<file path="config.mk">
export PLATFORM = sky130hd
export DESIGN_NAME = pi_loop_sequencer
export DESIGN_NICKNAME = d
export VERILOG_FILES = /design/src/rtl/pi_loop_sequencer.sv
export SDC_FILE = /design/constraint.sdc
export NUM_CORES = 1
export LEC_CHECK = 0
export BUFFER_PORTS_ARGS = -buffer_cell sky130_fd_sc_hd__buf_2
export CAP_MARGIN = 20
export CORE_ASPECT_RATIO = 2
export CORE_MARGIN = 2
export CORE_UTILIZATION = 48
export CTS_BUF_LIST = sky130_fd_sc_hd__clkbuf_4 sky130_fd_sc_hd__clkbuf_8 sky130_fd_sc_hd__clkbuf_16
export DETAILED_ROUTE_END_ITERATION = 12
export GPL_TIMING_DRIVEN = 0
export HOLD_SLACK_MARGIN = 0.02
export PLACE_DENSITY = 0.79
export SLEW_MARGIN = 40
export SYNTH_ARGS = -nofsm -noshare
export SYNTH_HDL_FRONTEND = slang
export SYNTH_SLANG_ARGS = --single-unit
</file>
<file path="constraint.sdc">
create_clock -name clk -period 2 [get_ports clk]
set_input_delay 0.4 -clock clk [delete_from_list [all_inputs] [get_ports clk]]
set_output_delay 0.4 -clock clk [all_outputs]
set_load 0.02 [all_outputs]
</file>
<file path="src/rtl/pi_loop_sequencer.sv">
// rtl/pi_loop_sequencer.sv - sequencer that closes a PI control loop around a fixed-latency PI pipeline
//
// Purpose:
//   Takes one ADC sample at a time, presents actual/setpoint/stored integral to
//   the PI pipeline, holds them for PIPE_LATENCY cycles, captures the PI result
//   and the updated integral (clamped for anti-windup), then offers the result
//   to the DAC side.
//
// Ports:
//   clk, rst                 clock, synchronous active-high reset
//   enable                   run the loop (checked in IDLE and at end of sample)
//   clear_integral           zero the stored integral
//   setpoint                 signed target, latched with each accepted sample
//   adc_valid/adc_ready/adc_data          ADC sample handshake
//   pipe_setpoint/pipe_actual/pipe_integral_input   held inputs to pipeline
//   pipe_integral_result/pipe_pi_result   pipeline outputs
//   dac_valid/dac_ready/dac_data          DAC result handshake
//   integral_value           stored integral
//   sample_count             completed samples (wrapping)
//   busy                     state is not IDLE
module pi_loop_sequencer #(
  parameter int INPUT_WIDTH  = 18,
  parameter int OUTPUT_WIDTH = 32,
  parameter int PIPE_LATENCY = 5,
  parameter logic signed [OUTPUT_WIDTH-1:0] INTEGRAL_MIN = -32'sh80000,
  parameter logic signed [OUTPUT_WIDTH-1:0] INTEGRAL_MAX = 32'sh7FFFF
) (
  input  logic                    clk,
  input  logic                    rst,
  input  logic                    enable,
  input  logic                    clear_integral,
  input  logic [INPUT_WIDTH-1:0]  setpoint,
  input  logic                    adc_valid,
  input  logic [INPUT_WIDTH-1:0]  adc_data,
  output logic                    adc_ready,
  output logic [INPUT_WIDTH-1:0]  pipe_setpoint,
  output logic [INPUT_WIDTH-1:0]  pipe_actual,
  output logic [OUTPUT_WIDTH-1:0] pipe_integral_input,
  input  logic [OUTPUT_WIDTH-1:0] pipe_integral_result,
  input  logic [OUTPUT_WIDTH-1:0] pipe_pi_result,
  output logic                    dac_valid,
  output logic [OUTPUT_WIDTH-1:0] dac_data,
  input  logic                    dac_ready,
  output logic [OUTPUT_WIDTH-1:0] integral_value,
  output logic [31:0]             sample_count,
  output logic                    busy
);

  // Wide enough to hold PIPE_LATENCY (the counter steps once past the last value).
  localparam int CNT_W = $clog2(PIPE_LATENCY + 1);
  localparam logic [CNT_W-1:0] LAST_CNT = CNT_W'(PIPE_LATENCY - 1);

  typedef enum logic [2:0] {
    S_IDLE,
    S_WAIT_SAMPLE,
    S_RUN,
    S_CAPTURE,
    S_OUTPUT
  } state_t;

  state_t r_state;
  state_t w_next;

  logic                    w_adc_ready;
  logic                    w_busy;
  logic [CNT_W-1:0]        r_cnt;
  logic [INPUT_WIDTH-1:0]  r_pipe_setpoint;
  logic [INPUT_WIDTH-1:0]  r_pipe_actual;
  logic [OUTPUT_WIDTH-1:0] r_pipe_integral;
  logic                    r_dac_valid;
  logic [OUTPUT_WIDTH-1:0] r_dac_data;
  logic [OUTPUT_WIDTH-1:0] r_integral;
  logic [31:0]             r_sample_count;
  logic signed [OUTPUT_WIDTH-1:0] w_int_result;
  logic signed [OUTPUT_WIDTH-1:0] w_int_clamped;

  always_ff @(posedge clk) begin
    if (rst) begin
      r_state <= S_IDLE;
    end else begin
      r_state <= w_next;
    end
  end

  always_comb begin
    w_next      = r_state;
    w_adc_ready = 1'b0;
    w_busy      = 1'b1;
    case (r_state)
      S_IDLE: begin
        w_busy = 1'b0;
        if (enable) w_next = S_WAIT_SAMPLE;
      end
      S_WAIT_SAMPLE: begin
        w_adc_ready = 1'b1;
        // A pending sample wins over a dropped enable.
        if (adc_valid)     w_next = S_RUN;
        else if (!enable)  w_next = S_IDLE;
      end
      S_RUN: begin
        if (r_cnt == LAST_CNT) w_next = S_CAPTURE;
      end
      S_CAPTURE: begin
        w_next = S_OUTPUT;
      end
      S_OUTPUT: begin
        if (dac_ready) w_next = enable ? S_WAIT_SAMPLE : S_IDLE;
      end
      default: begin
        w_next = S_IDLE;
      end
    endcase
  end

  // Anti-windup: signed clamp of the pipeline's updated integral.
  always_comb begin
    w_int_result  = $signed(pipe_integral_result);
    w_int_clamped = w_int_result;
    if (w_int_result < INTEGRAL_MIN)      w_int_clamped = INTEGRAL_MIN;
    else if (w_int_result > INTEGRAL_MAX) w_int_clamped = INTEGRAL_MAX;
  end

  always_ff @(posedge clk) begin
    if (rst) begin
      r_cnt           <= '0;
      r_pipe_setpoint <= '0;
      r_pipe_actual   <= '0;
      r_pipe_integral <= '0;
      r_dac_valid     <= 1'b0;
      r_dac_data      <= '0;
      r_integral      <= '0;
      r_sample_count  <= '0;
    end else begin
      case (r_state)
        S_WAIT_SAMPLE: begin
          if (adc_valid) begin
            r_pipe_actual   <= adc_data;
            r_pipe_setpoint <= setpoint;
            r_pipe_integral <= r_integral;
            r_cnt           <= '0;
          end
        end
        S_RUN: begin
          r_cnt <= r_cnt + 1'b1;
        end
        S_CAPTURE: begin
          r_dac_data  <= pipe_pi_result;
          r_dac_valid <= 1'b1;
        end
        S_OUTPUT: begin
          if (dac_ready) begin
            r_dac_valid    <= 1'b0;
            r_sample_count <= r_sample_count + 32'd1;
          end
        end
        default: begin
        end
      endcase

      // Clear wins over the capture update; the held pipe_integral_input is untouched.
      if (clear_integral) begin
        r_integral <= '0;
      end else if (r_state == S_CAPTURE) begin
        r_integral <= w_int_clamped;
      end
    end
  end

  assign adc_ready           = w_adc_ready;
  assign busy                = w_busy;
  assign pipe_setpoint       = r_pipe_setpoint;
  assign pipe_actual         = r_pipe_actual;
  assign pipe_integral_input = r_pipe_integral;
  assign dac_valid           = r_dac_valid;
  assign dac_data            = r_dac_data;
  assign integral_value      = r_integral;
  assign sample_count        = r_sample_count;

endmodule
</file>
* Word level (Yosys, flattened, before mapping)
Cells that the tools add are included.
** Cells by class
- Add/subtract/negate cells :: 2
- Magnitude comparators :: 2
- Eq/ne operators :: 10
- Muxes and demuxes :: 15
- Reductions and logical operators :: 9
** Operators with widths (number)
- $mux 32 :: 2
- $add 32x1->32 const B :: 1
- $gt 32x20->1 const B :: 1
- $lt 32x20->1 const B :: 1
- $mux 3 :: 6
- $pmux 3 s5 :: 1
- $ne 2x2->1 const B :: 4
- $reduce_and 2->1 :: 4
- $eq 3x2->1 const B :: 2
- $eq 3x3->1 const B :: 2
- $pmux 3 s2 :: 1
- $mux 1 :: 4
- $reduce_and 4->1 :: 1
- $reduce_bool 2->1 :: 2
- $add 3x1->3 const B :: 1
- $eq 3x1->1 const B :: 1
- $logic_not 3->1 :: 1
- $ne 3x3->1 const B :: 1
- $pmux 1 s2 :: 1
- $reduce_or 2->1 :: 1
** Word-level totals
- Flip-flop bits (word level) :: 171
- Word-level logic and storage cells :: 47

* Logic depth before layout (Yosys ltp)
- Depth after elaboration :: 3
- Mapped depth :: 8

* Worst setup path after synthesis
Ideal clock, no wire load.
- Kind :: reg2reg
- Start :: register r_sample_count[10], in the netlist sample_count[10]
- End :: register r_sample_count[23], in the netlist sample_count[23]
- Library setup time :: 132 ps
- Data arrival time :: 1686 ps
- Required time :: 1868 ps
- Setup slack :: 182 ps
- Cell stages (with the launch flop) :: 7
- Buffers on the path :: 2
- Period minus slack after synthesis :: 1818 ps
- Cells stage by stage :: dfxtp_1 nand4_1 nand4bb_1 clkbuf_1 clkbuf_1 o31ai_1 a21oi_1
** Between the ends
- Cells in the longest elaborated chain, start to end :: 1
** RTL lines
- start: declaration :: line 73 : logic [31:0] r_sample_count;
- start signal: assignment :: line 153 : r_sample_count <= r_sample_count + 32'd1;
- $add 32x1->32 :: line 153
No other way between the ends.
A chain may end at the register's enable or synchronous reset.

* Worst setup path after layout
- Start :: register r_state[0]
- End :: register r_sample_count[18], in the netlist sample_count[18]
** Between the ends
- Cells in the longest elaborated chain, start to end :: 2
** RTL lines
- start: declaration :: line 61 : state_t r_state;
- start signal: assignment :: line 81 : r_state <= w_next;
- $eq 3x3->1 :: line 134 : case (r_state)
- $reduce_and 2->1 (no source line)
No other way between the ends.

==> impl_metrics.yaml <==
outcome:
  outcome: "completed"
routing:
  vias_per_cell: 5.47
  wl_um: 19900
  via_count: 6782
  post-route-drc-count: 0
  ant_nets: 0
  wire_per_inst_um: 16.1
  first_iter_violations: 449
  first_pass_iters: 6
critical_path:
  crit_fanout: 10
  r2r_slack_ps: 110
  end_kind: "flop"
  crit_end: "sample_count[18]$_SDFFE_PP0P_"
  cpPeakStageDelay_ps: 310
  r2r_end: "sample_count[18]$_SDFFE_PP0P_"
  r2r_cells: 8
  cp_common_cell: "buf_6"
  critPathKind: "reg -> reg"
  crit_path_start: "r_state[0]$_SDFFE_PP0P_"
  path_cells: "buf_6 -> and4bb_1 -> buf_4 -> nand3_4 -> buf_6 -> buf_2 -> o31ai_1 -> a21oi_1"
  timing.rr.start: "r_state[0]$_SDFFE_PP0P_"
  cp_data_arrival_time_ps: 2180
  critPathLaunchType: "flop"
  crit_slowest_cell: "dfxtp_1"
  required_ps: 2300
power:
  leakagePower_nw: 3.71
  p_per_area_mw_per_mm2: 810
  ir_worst_vdd_v: 0.000621
floorplan:
  start_util_pct: 48.8
  die_h_um: 168
  io-pin-count: 273
  die_w_um: 86.2
  row_count: 60
  core_area_mm2: 0.0133
  dieArea_mm2: 0.0145
global_route:
  grtUsageTotal_pct: 26.0
  grt_antenna_before_repair: 0
  grt-ovfl-total: 0
  grt_pass1_wl_um: 30100
  grt_max_degree: 17
  grt_pass1_vias: 6285
synth:
  syn_inst: 779
  synth-seq-cells: 171
  async_flop_share_pct: 0
  avgSynthCellArea_um2: 8.32
  synth.distinct_cells: 43
  yosys_warnings: 0
  seq_area_frac_synth_pct: 52.8
  synthesis.area_mm2: 0.00648
  synth_nets: 888
  synth_edf_count: 0
  ys.flop_type: "dfxtp_1"
timing:
  maxSlewViolCount: 0
  relSlewSlack_pct: 59.4
  setup_tns_ps: 0
  layout_setup_ws_ps: 112
  fin_hold_ws_ps: 203
  skew_ps: 13.1
  rsz0062_at_grt: "true"
  period_needed_ps: 1890
  fmax_mhz: 530
  tightest_slew_ps: 609
  final-setup-viol-count: 0
  fin_crit_sh_pct: 94.4
  report.final.hold_viol_count: 0
clock_network:
  numCtsBuffers: 17
  worstSkewPairLatency_ps: 430
  h-tree-depth: 4
  cts.reportedPaths.clkPinSlew_ps: 70
  cts.path.max_buffers: 2
  cts.sinks: 171
  cts_tree: "built"
  root_buffer: "clkbuf_16"
finish:
  diodes: 0
  final_area_mm2: 0.00870
  drive_gt1_share_pct: 31.5
  nNetsFinal: 1181
  syn_to_final_growth_pct: 34.2
  stdcell_count: 1240
run:
  drv_cap: 0
placed_design:
  io_buffers: 271
  routabilityCongestion: 0.848
  dp.final_hpwl_um: 14800
  pre_cts_ws_ps: -301
  placed_cells: 1205
  dpl_cell_area_mm2: 0.00803
hold_path:
  hold_path_class: "in -> reg"
-- final cells by class --
type	count	area [um2]
clock inverters	10	81.3
fillers	1147	4590
multi-input cells	543	2840
plain buffers	59	270
repair buffers	274	1380
inverters	6	22.5
flip-flops and latches	171	3430
clock buffers	22	482
well taps	155	194
-- cell families (layout without fill, tap and decap cells) --
kind of cell / count (synthesis) / count (layout) / share of synthesized area, %
mux: 1 / 1 / 0.154
xor+xnor: 6 / 6 / 0.811
fa+ha+maj: 3 / 3 / 0.579
buf+inv: 65 / 371 / 4.13
simple gates: 322 / 322 / 22.7
compound gates: 211 / 211 / 18.8
flops: 171 / 171 / 52.8
-- metrics by stage --
stage	util, %	total power, mW
after floorplan	-	3.75
after global placement	60.5	3.96
after detailed placement	60.5	3.97
after CTS	64.8	7.07
after global routing	65.5	7.26
final	65.5	7.04
-- worst min-delay path by stage --
stage / startpoint / endpoint / depth (start not counted)
5_1_grt: adc_data[7] / pipe_actual[7]$_SDFFE_PP0P_ / 3
2_1_floorplan: r_cnt[0]$_SDFFE_PP0P_ / r_cnt[0]$_SDFFE_PP0P_ / 2
3_3_place_gp: pipe_setpoint[7]$_SDFFE_PP0P_ / pipe_setpoint[7]$_SDFFE_PP0P_ / 2
3_5_place_dp: pipe_integral_input[31]$_SDFFE_PP0P_ / pipe_integral_input[31]$_SDFFE_PP0P_ / 2
4_1_cts: pipe_pi_result[6] / dac_data[6]$_SDFFE_PP0P_ / 3
6_report: pipe_pi_result[6] / dac_data[6]$_SDFFE_PP0P_ / 3
-- metal layers --
layer	global-route usage (%)	part of all wire, %	vias up
li1	-	-	3299
met1	30.6	39	3124
met2	44.3	49	313
met3	7.25	9.0	46
met4	10.1	2.7	0
met5	0	0	-
-- cells in the mapped netlist, types with 4 or more instances --
cell type	count	area (um2)
nand2_1	231	867
dfxtp_1	171	3420
a21oi_1	150	751
clkbuf_1	47	176
o31ai_1	20	150
or4_1	20	150
a221oi_1	19	166
nor2_1	14	52.6
o21a_1	13	97.6
nand4_1	12	75.1
nand3_1	9	45.0
or3_1	8	50.1
inv_1	6	22.5
buf_1	5	18.8
and4_1	4	35.0
buf_2	4	20.0
o21ai_1	4	20.0
xor2_1	4	35.0
-- placed cells by master (no fill, tap or decap), types with 4 or more instances in the layout --
| cell type | synthesis | final |
|---|---|---|
| clkbuf_2 | 0 | 12 |
| buf_1 | 5 | 5 |
| nand3_1 | 9 | 9 |
| o21ai_1 | 4 | 4 |
| a21oi_1 | 150 | 150 |
| dfxtp_1 | 171 | 168 |
| or3_1 | 8 | 8 |
| clkbuf_16 | 0 | 17 |
| or4_1 | 20 | 20 |
| inv_1 | 6 | 6 |
| nand2_1 | 231 | 231 |
| inv_6 | 0 | 4 |
| nand4_1 | 12 | 12 |
| o31ai_1 | 20 | 18 |
| buf_4 | 1 | 4 |
| xor2_1 | 4 | 4 |
| buf_2 | 4 | 274 |
| a221oi_1 | 19 | 19 |
| nor2_1 | 14 | 12 |
| clkbuf_1 | 47 | 34 |
| o21a_1 | 13 | 13 |
-- flip-flops by register name (all words and copies together), names as in the netlist --
signal	count
dac_data	32
dac_valid	1
integral_value	32
pipe_actual	18
pipe_integral_input	32
pipe_setpoint	18
r_cnt	3
r_state	3
sample_count	32
-- worst max-delay path, delay by kind of cell, from the launching register on --
family	cells	cell delay, ps
simple gates	2	390
buf+inv	4	700
flops	1	310
compound gates	2	370
-- repair_timing --
| action | CTS | global route |
|---|---|---|
| setup endpoints to repair | 39 | 102 |
| gates cloned | 0 | 0 |
| setup buffers | 0 | 3 |
| resized for setup | 7 | 32 |
| hold buffers | 0 | 0 |
-- power breakdown --
part | internal (mW) | switching (mW)
Sequential | 3.44 | 0.0213
Clock | 1.74 | 1.41
Combinational | 0.158 | 0.274
Total | 5.34 | 1.71
Power figures use the tool's default switching activity.
